$ cat src/rtl/cpu_bus_overlay.sv
// 6502 bus front end: arms on NMI, captures the vector fetch, then maps one page onto the control block port.
// Hit/ctrl_cs are combinational; phi2-qualified actions land 3 clk after the phi2 fall, read enable lags 1 clk.
module cpu_bus_overlay #(
    parameter logic [7:0]  OVERLAY_PAGE = 8'hFF,
    parameter logic [15:0] VECTOR_ADDR  = 16'hFFFA
) (
    input  logic        clk,
    input  logic        rst_n,
    input  logic        phi2,
    input  logic [15:0] cpu_addr,
    input  logic        cpu_rw,
    input  logic        cpu_sync,
    input  logic [7:0]  cpu_dout,
    input  logic        nmi_n,
    input  logic [7:0]  ctrl_dout,
    output logic [7:0]  ctrl_addr,
    output logic        ctrl_cs,
    output logic        ctrl_write,
    output logic [7:0]  ctrl_din,
    output logic [7:0]  cpu_din,
    output logic        cpu_din_oe,
    output logic        ram_sel,
    output logic        overlay_active
);

    typedef enum logic [1:0] {
        NORMAL  = 2'd0,
        ARMED   = 2'd1,
        OVERLAY = 2'd2
    } state_t;

    localparam logic [15:0] VECTOR_HI = VECTOR_ADDR + 16'd1;

    state_t state, state_nxt;
    logic   phi2_s1, phi2_s2, phi2_d;
    logic   phi2_hi, phi2_fall;
    logic   nmi_prev, nmi_fall;
    logic   hit;

    // phi2 is asynchronous to clk: two sync stages, then one stage for edge detection
    always_ff @(posedge clk or negedge rst_n) begin
        if (!rst_n) begin
            phi2_s1  <= 1'b0;
            phi2_s2  <= 1'b0;
            phi2_d   <= 1'b0;
            nmi_prev <= 1'b1;
        end else begin
            phi2_s1  <= phi2;
            phi2_s2  <= phi2_s1;
            phi2_d   <= phi2_s2;
            nmi_prev <= nmi_n;
        end
    end

    assign phi2_hi   = phi2_s2;
    assign phi2_fall = phi2_d & ~phi2_s2;
    assign nmi_fall  = nmi_prev & ~nmi_n;

    always_comb begin
        hit = 1'b0;
        case (state)
            ARMED:   hit = (cpu_addr == VECTOR_ADDR) || (cpu_addr == VECTOR_HI);
            OVERLAY: hit = (cpu_addr[15:8] == OVERLAY_PAGE);
            default: hit = 1'b0;
        endcase
    end

    always_comb begin
        state_nxt = state;
        case (state)
            NORMAL: if (nmi_fall) state_nxt = ARMED;
            ARMED: begin
                if (phi2_fall && cpu_rw && (cpu_addr == VECTOR_HI))
                    state_nxt = OVERLAY;
            end
            OVERLAY: begin
                // only an opcode fetch outside the page releases it
                if (phi2_fall && cpu_sync && cpu_rw && (cpu_addr[15:8] != OVERLAY_PAGE))
                    state_nxt = NORMAL;
            end
            default: state_nxt = NORMAL;
        endcase
    end

    // strobes use the pre-transition hit, since state updates on the same edge
    always_ff @(posedge clk or negedge rst_n) begin
        if (!rst_n) begin
            state          <= NORMAL;
            overlay_active <= 1'b0;
            cpu_din_oe     <= 1'b0;
            ctrl_write     <= 1'b0;
            ctrl_din       <= 8'h00;
        end else begin
            state          <= state_nxt;
            overlay_active <= (state_nxt == OVERLAY);
            cpu_din_oe     <= hit & cpu_rw & phi2_hi;
            ctrl_write     <= phi2_fall & hit & ~cpu_rw;
            if (phi2_fall && hit && !cpu_rw)
                ctrl_din <= cpu_dout;
        end
    end

    assign ctrl_addr = cpu_addr[7:0];
    assign ctrl_cs   = hit;
    assign ram_sel   = ~hit;
    assign cpu_din   = ctrl_dout;

endmodule

$ cat config.mk
export PLATFORM = sky130hd
export DESIGN_NAME = cpu_bus_overlay
export DESIGN_NICKNAME = d
export VERILOG_FILES = /design/src/rtl/cpu_bus_overlay.sv
export SDC_FILE = /design/constraint.sdc
export NUM_CORES = 1
export LEC_CHECK = 0
export ABC_CLOCK_PERIOD_IN_PS = 1600
export CORE_ASPECT_RATIO = 1.4
export CORE_MARGIN = 1
export CORE_UTILIZATION = 32
export CTS_BUF_LIST = sky130_fd_sc_hd__clkbuf_8 sky130_fd_sc_hd__clkbuf_16
export DETAILED_ROUTE_END_ITERATION = 12
export PLACE_DENSITY_LB_ADDON = 0.25
export SYNTH_ARGS = -nofsm -noshare
export SYNTH_HDL_FRONTEND = slang
export SYNTH_SLANG_ARGS = --single-unit
$ cat constraint.sdc
create_clock -name clk -period 1.6 [get_ports clk]
set_input_delay 0.32 -clock clk [delete_from_list [all_inputs] [get_ports clk]]
set_output_delay 0.32 -clock clk [all_outputs]
set_load 0.005 [all_outputs]
# Yosys cells after proc, flatten, opt, wreduce, memory -nomap -nowiden
# Cells that the tools add are included.
[op_classes]
eq_ne = 7
n_mux = 5
bitwise = 10
reduce_logical = 10
[op_table]
columns = ["cell", "count"]
rows = [
  ["== test 16 bit (second input constant)", 2],
  ["== test 8 bit (second input constant)", 1],
  ["!= test 8 bit (second input constant)", 1],
  ["logical AND 1 bit", 7],
  ["AND 1 bit", 6],
  ["two-way mux 2 bit", 3],
  ["one-hot mux 2 bit (3 select lines)", 1],
  ["== test 2 bit (second input constant)", 2],
  ["NOT 1 bit", 4],
  ["== test 2 x 1 -> 1 bit (second input constant)", 1],
  ["zero test 2 bit", 1],
  ["one-hot mux 1 bit (2 select lines)", 1],
  ["zero test 1 bit", 1],
  ["logical OR 1 bit", 1],
]
[totals]
regBits = 17
in_bits = 38
out_inout_bits = 29

# Logic depth before layout (Yosys ltp)
# Gate-level depths: netlist (run 1).
[logic_depth]
word_depth = 8
mapped_depth = 7
ltp_nobuf = 7

# Worst setup path before layout (run 1)
# OpenSTA, ideal clock, no wires.
[synth_timing]
kind = "register -> register"
startpoint = "register state[1]"
endpoint = "register ctrl_din[0]"
setup_ns = 0.125
arrival_time_ns = 1.475
required_ns = 1.475
slack_ns = 0.000
stages_incl_launch_ff = 7
synth_period_minus_slack_ns = 1.600
path_cell_list = "dfrtp_1 > inv_1 > ha_1 > inv_1 > nor3_4 > o211ai_4 > mux2_4"
[synth_via]
elab_chain_cells = 4
[synth_lines]
columns = ["element", "line", "text"]
rows = [
  ["start, declared", "34", "state_t state, state_nxt;"],
  ["start signal, assigned", "94", "state <= state_nxt;"],
  ["== test 2 bit / == test 2 x 1 -> 1 bit (equally long branches)", "61", "case (state)"],
  ["one-hot mux 1 bit (2 select lines) (*)", "61", ""],
  ["logical AND 1 bit (*) (2 in a row)", "98", "if (phi2_fall && hit && !cpu_rw)"],
  ["end signal, assigned", "99", "ctrl_din <= cpu_dout;"],
  ["end, declared", "19", "output logic [7:0] ctrl_din,"],
]
# Mark *: on every way between the ends. The rest lies on a longest branch, timed or not.
# A chain may end at the register's enable or synchronous reset.

# Final worst setup path (run 1)
[layout_timing]
startpoint = "register state[0]"
endpoint = "output ctrl_cs"
[layout_via]
elab_chain_cells = 2
[layout_lines]
columns = ["element", "line", "text"]
rows = [
  ["== test 2 bit / == test 2 x 1 -> 1 bit (equally long branches)", "61", ""],
  ["one-hot mux 1 bit (2 select lines) (*)", "61", ""],
  ["end, declared", "17", "output logic ctrl_cs,"],
]
# Marked as above.

==> results of run 1 <==
[cells in the mapped netlist, drive strengths merged (2+ instances only)]
library cell,n
nand4,3
a21oi,3
ha,4
nor2,2
nand3b,2
a211oi,2
and4b,2
inv,4
dfrtp,16
mux2,8
buf,16
[final timing paths]
| kind | cells after the start | to | from |
|---|---|---|---|
| worst max-delay path | 6 | ctrl_cs | state[0] |
| worst min-delay path | 1 | ctrl_din[5] | rst_n |
| worst max register to register | 6 | ctrl_din[5] | state[0] |
| worst min register to register | 0 | phi2_hi | phi2_s1 |
| max in group asynchronous | 2 | phi2_s1 | rst_n |
| min in group clk | 0 | phi2_hi | phi2_s1 |
[what timing repair did]
item	in CTS	in global routing
gates resized for setup	32	7
pin swaps	10	8
buffers inserted	4	1
cloned	0	0
setup endpoints to repair	21	13
[flip-flops by register name (all words and copies together), names as in the netlist]
signal / count
cpu_din_oe: 1
ctrl_din: 8
ctrl_write: 1
nmi_prev: 1
overlay_active: 1
phi2_d: 1
phi2_hi: 1
phi2_s1: 1
state: 2
[final cells by class]
type	instances	area [um2]	share of cell area
repair buffers	69	651	0.385
multi-input cells	42	504	0.299
flip-flops and latches	17	427	0.253
well taps	37	46.3	0.0274
clock buffers	3	41.3	0.0245
inverters	4	15.0	0.00890
clock inverters	1	3.75	0.00222
[layer usage]
metal	GRT usage	part of all wire	vias up
met1	0.138	0.38	382
met2	0.250	0.52	42
met4	0.0750	0.013	0
met5	0	0	-
met3	0.0263	0.080	4
li1	-	-	387
[power breakdown]
part,internal [mW],switching (mW)
sequential,0.450,0.0246
clock,0.170,0.130
combinational,0.253,0.184
[cell families (layout without fill, tap and decap cells)]
logic type	count (synthesis)	count (layout)	synth area share
AO/OA/AOI/OAI	14	14	0.123
adder cells (fa/ha/maj)	4	4	0.0490
buffers and inverters	20	77	0.132
flip-flops	17	17	0.418
multiplexers	8	8	0.118
AND/OR/NAND/NOR	16	16	0.161
[stage by stage]
step | hold WS [ps] | instance area (um2)
2_1_floorplan | 24.4 | 1020
3_3_place_gp | 338 | 1580
3_5_place_dp | 346 | 1580
4_1_cts | 307 | 1650
5_1_grt | 316 | 1690
6_report | 305 | 1690
[worst register-to-register path, stage by stage (launching register included)]
cell	delay, ps
dfrtp_1	430
inv_2	100
ha_4	290
and4bb_2	260
o211ai_4	90
buf_12	150
mux2_4	290
==> results by group, run 1 <==
CTS
  – CTS Buf Count: 3
  – Worst-path clk slew: roughly 60 ps
  – Hold_buf cts: 0
  – Clk buf depth: 2
  – CTS tree: built
  – Num Clock Sinks: 17
  – H-tree Lvls: 1
  – Worst skew pair latency: 250 ps
  – Root buffer cell: clkbuf_8

Timing
  – Worst rel slew slack: 0.824
  – Actual slew at the worst max-slew pin: 263 ps
  – Fin Setup TNS: -1270 ps
  – Max Slew Vio Count: 0
  – Final cycle utilization of the critical path: 1.10
  – FMAX: ~0.57 GHz
  – Setup Skew: approximately 2.8 ps
  – Endpoints failing setup: 10
  – RSZ-0062 raised after global routing: yes
  – Min cycle time layout: 1750 ps
  – Setup ws final: -153 ps
  – Endpoints failing hold: 0

Place
  – Post-DP HPWL: between 1500 and 2000 um
  – Placement Setup Slack: -630 ps
  – GPL Wtd Cong: 0.713
  – Port bufs: 50
  – Placed cell count: between 150 and 200

Global routing
  – Gr ovfl total: 0
  – Largest net degree at the start of global routing: 13
  – Initial antenna violation count: 0
  – First-pass GRT wire length: 3440 um
  – GRT Util Overall: 0.133
  – Vias in the first global route: between 800 and 900

Die
  – Initial Util: 0.348
  – CORE AREA: ~2900 um2
  – Die outline width: just under 50 um
  – Die height: 68.8 um
  – FP Rows: 23
  – # IOs: 67
  – Die Area: approximately 3400 um2

Finish
  – Final net count: 179
  – Most common cell after layout, fill and taps aside: clkdlybuf4s50_1
  – Commonest cells after routing, fill and taps aside: 30 x clkdlybuf4s50_1, 16 x dfrtp_1, 16 x dlygate4sd2_1, 16 x buf_4, 8 x mux2_4
  – Share of post-route cells with drive strength above 1: 0.382
  – Ant diodes: 0
  – Fill cells: 270
  – Layout area overhead: 65.3%
  – Utilization after layout: 0.575
  – Finished Layout Cells: 173

Drt
  – Via count: between 800 and 900
  – Final WL: between 2000 and 2500 um
  – Avg WL per Cell: about 13 um
  – Detailed router's first-iteration violation count: 1
  – Post-DRT Antenna Nets: 0
  – DRC: 0
  – Vias per cell: ~4.7
  – DR pass1 iterations: 3

Worst setup path
  – Crit-path max cell delay: ~430 ps
  – CP max-delay cell: dfrtp_1
  – Startpoint Class: register
  – CP bufs+invs: 3
  – R2R Setup Slk: -130 ps
  – CP Capture Type: output pin
  – Worst-path cell chain: ha_4, inv_2, nor3_4, o211a_4, buf_6, buf_6
  – Most used cell, CP: buf_6
  – Max FO, Critical Path: 3
  – WP data required: around 1300 ps
  – Kind of critical path: register to output pin
  – Top delay family on crit path: flip-flops
  – Data arrival, critical path: about 1400 ps

Synthesis
  – Synth Warn #: 0
  – Syn Inst Count: 79
  – Top-area cell type share of the netlist area: 0.392
  – Area leader, netlist: dfrtp_1
  – Post-synth EDFFs: 0
  – Area contributors post-synth: dfrtp_1 39%, buf_4 12%, mux2_4 12%
  – Main flop type after synthesis: dfrtp_1
  – Flops & latches, synth: 17
  – Seq/Total Area, Yosys: 0.418
  – Post-Syn Nets: 121
  – Yosys cell types: 32
  – Post-synthesis async set-or-reset flop share: 1.00
  – Post-Syn Area: 1020 um2
  – Syn avg cell area: roughly 13 um2

Pwr
  – Peak supply drop: about 0.66 mV
  – Power Total: 1.21 mW
  – P_leak: roughly 0.8 nW
  – PwrDens: 718 nW/um2

Run
  – Number of max-cap violations: 0

Run status
  – Status: complete, but fails checks
  – Failing checks: negative setup slack

Worst hold path
  – Worst min-delay path class: input port to async pin
Note: power is estimated with default switching activity, not from simulation.
==> run 2: changes to the inputs <==
CELL_PAD_IN_SITES_DETAIL_PLACEMENT = 0   (was default)
CELL_PAD_IN_SITES_GLOBAL_PLACEMENT = 1   (was default)
CORE_UTILIZATION = 23   (was 32)
==> results by group, run 2 (same netlist as run 1, synthesis figures left out) <==
Die
  – Initial Util: 0.241 (-0.107)
  – FP Rows: 28 (+22%)
  – Die height: 80.8 um (+17%)
  – CORE AREA: 4240 um2 (+44%)
  – Die Area: 4710 um2 (+38%)
  – # IOs: 67 (unchanged)
  – Die outline width: 58.3 um (+17%)

CTS
  – Num Clock Sinks: 17 (unchanged)
  – Worst-path clk slew: 60 ps (about the same)
  – Root buffer cell: clkbuf_8
  – H-tree Lvls: 1 (unchanged)
  – Worst skew pair latency: 240 ps (about the same)
  – CTS tree: built
  – CTS Buf Count: 3 (unchanged)
  – Clk buf depth: 2 (unchanged)

Finish
  – Max FFs per register: 8 (unchanged)
  – Largest regs: ctrl_din: 8 flops, state: 2 flops
  – Reg with most FFs: ctrl_din
  – Share of post-route cells with drive strength above 1: 0.373 (-0.00922)
  – Commonest cells after routing, fill and taps aside: 32 x clkdlybuf4s50_1, 16 x dfrtp_1, 15 x dlygate4sd2_1
  – Most common cell after layout, fill and taps aside: clkdlybuf4s50_1
  – Layout area overhead: 66.8%
  – Ant diodes: 0 (unchanged)
  – Final net count: 177 (-1.1%)
  – Cell area after layout: 1700 um2 (+0.89%)

Worst setup path
  – Cells on worst reg2reg path: 7 (+1)
  – WP data required: 1280 ps (about the same)
  – Worst Setup EP: ctrl_cs
  – Crit path from: state[0]
  – CP Capture Type: output pin
  – Startpoint Class: register
  – Most used cell, CP: buf_6
  – Kind of critical path: register to output pin
  – Top delay family on crit path: flip-flops
  – CP max-delay cell: dfrtp_1
  – Stages on worst setup path: 6 (unchanged)
  – Data arrival, critical path: 1420 ps (about the same)
  – Worst reg2reg startpoint: state[1]
  – Worst-path cell chain: ha_4, inv_2, nor3_4, o211a_4, buf_6, buf_6
  – R2r endpoint: ctrl_din[2]
  – Max FO, Critical Path: 3 (unchanged)
  – Crit-path max cell delay: 420 ps (about the same)
  – R2R Setup Slk: -120 ps (about the same)
  – CP bufs+invs: 3 (unchanged)

Run status
  – Failing checks: negative setup slack
  – Status: complete, but fails checks

Run
  – Number of max-cap violations: 0 (unchanged)

Global routing
  – Largest net degree at the start of global routing: 18 (+5)
  – Initial antenna violation count: 0 (unchanged)
  – Vias in the first global route: 846 (-1.7%)
  – Gr ovfl total: 0 (unchanged)
  – Grt met1 use: 0.104 (-0.0334)
  – Met3 usage: 0.0159 (-0.0104)
  – GR Util met2: 0.197 (-0.0534)
  – Busiest layer in global routing: met2
  – GRT Util Overall: 0.100 (-0.0329)
  – First-pass GRT wire length: 3640 um (+5.8%)

Timing
  – Actual slew at the worst max-slew pin: 211 ps (-51.8 ps)
  – Max Slew Vio Count: 0 (unchanged)
  – Final cycle utilization of the critical path: 1.09 (-0.00965)
  – Worst rel slew slack: 0.859 (+0.0347)
  – Endpoints failing setup: 10 (unchanged)
  – RSZ-0062 raised after global routing: yes
  – Endpoints failing hold: 0 (unchanged)
  – Min cycle time layout: 1740 ps (-15.4 ps)
  – FMAX: 0.575 GHz (+0.89%)
  – Fin Setup TNS: -1150 ps (+119 ps)
  – Setup ws final: -138 ps (+15.4 ps)
  – Setup Skew: 2.10 ps (-0.729 ps)

Drt
  – DRC: 0 (unchanged)
  – DR pass1 iterations: 4 (+1)
  – Final WL: 2300 um (+5.2%)
  – Vias per cell: 4.20 (-11%)
  – Post-DRT Antenna Nets: 0 (unchanged)
  – Via count: 814 (-0.12%)
  – Detailed router's first-iteration violation count: 6 (+5)
  – Avg WL per Cell: 11.9 um (-6.2%)

Pwr
  – P_leak: 0.780 nW (-3.0%)
  – PwrDens: 727 nW/um2 (+1.3%)
  – Peak supply drop: 0.449 mV (-32%)

Place
  – Dpl cell area: 1590 um2 (+0.40%)
  – Port bufs: 50 (unchanged)
  – Post-DP HPWL: 1820 um (+2.6%)
  – GPL Wtd Cong: 0.793 (+11%)

Worst hold path
  – Worst min-delay path class: register to register
[run 2: cell count changes in the layout (fill, tap and decap cells not counted)]
| cell | before | now |
|---|---|---|
| clkdlybuf4s50_1 | 30 | 32 |
| dlygate4sd2_1 | 16 | 15 |
| nand4_4 | 1 | 2 |
| nand4_2 | 2 | 1 |
| dlymetal6s2s_1 | 2 | 1 |
| buf_4 | 16 | 14 |
| buf_6 | 4 | 3 |
| buf_2 | 0 | 1 |
[run 2: through the flow]
step	total power, mW	setup slack [ps]	utilization	hold slack (ps)	cells
CTS	1.24	-214	0.396	361	194
global placement	0.885	-608	0.374	332	186
finish	1.24	-138	0.402	360	194
floorplan	0.692	0.207	-	24.4	79
detailed placement	0.891	-626	0.374	346	186
global route	1.33	-203	0.402	361	194
[run 2: layout make-up]
cell class                 instances  area, um2
inverter                           4       15.0
tap                               60       75.1
timing repair buffer              67        628
clock buffer                       3       41.3
fill                             429       2540
clock inverter                     1       3.75
sequential                        17        427
multi-input combinational         42        513
[run 2: layer usage]
layer,wire [um],vias to the layer above
li1,-,384
met1,831,387
met2,1230,43
met3,239,0
met4,0,0
met5,0,-
[run 2: how the worst min path moves through the flow]
stage / start / endpoint / depth (start not counted) / slack (ps)
detailed placement: phi2_s1 / phi2_hi / 0 / 350
floorplan: rst_n / cpu_din_oe / 0 / 20
CTS: phi2_s1 / phi2_hi / 0 / 360
global placement: phi2_s1 / phi2_hi / 0 / 330
finish: phi2_s1 / phi2_hi / 0 / 360
global route: phi2_s1 / phi2_hi / 0 / 360
[run 2: repair_timing]
action | in CTS | in global routing
setup endpoints to repair | 21 | 14
pin swaps | 9 | 11
hold buffers | 0 | 0
endpoints found under the hold margin | 0 | 0
gates resized for setup | 32 | 5
setup buffers | 5 | 0
[run 2: worst reg2reg max path: cells and delay by family, from the launching register on]
kind,cells,cell delay [ps]
buffers and inverters,3,350
flip-flops,1,360
AO/OA/AOI/OAI,1,80
AND/OR/NAND/NOR,1,250
multiplexers,1,300
adder cells (fa/ha/maj),1,270
[run 2: power breakdown]
part	switching (mW)	total, mW	internal [mW]
Combinational	0.194	0.470	0.276
Clock	0.128	0.297	0.170
Sequential	0.0205	0.471	0.450
Total	0.342	1.24	0.896
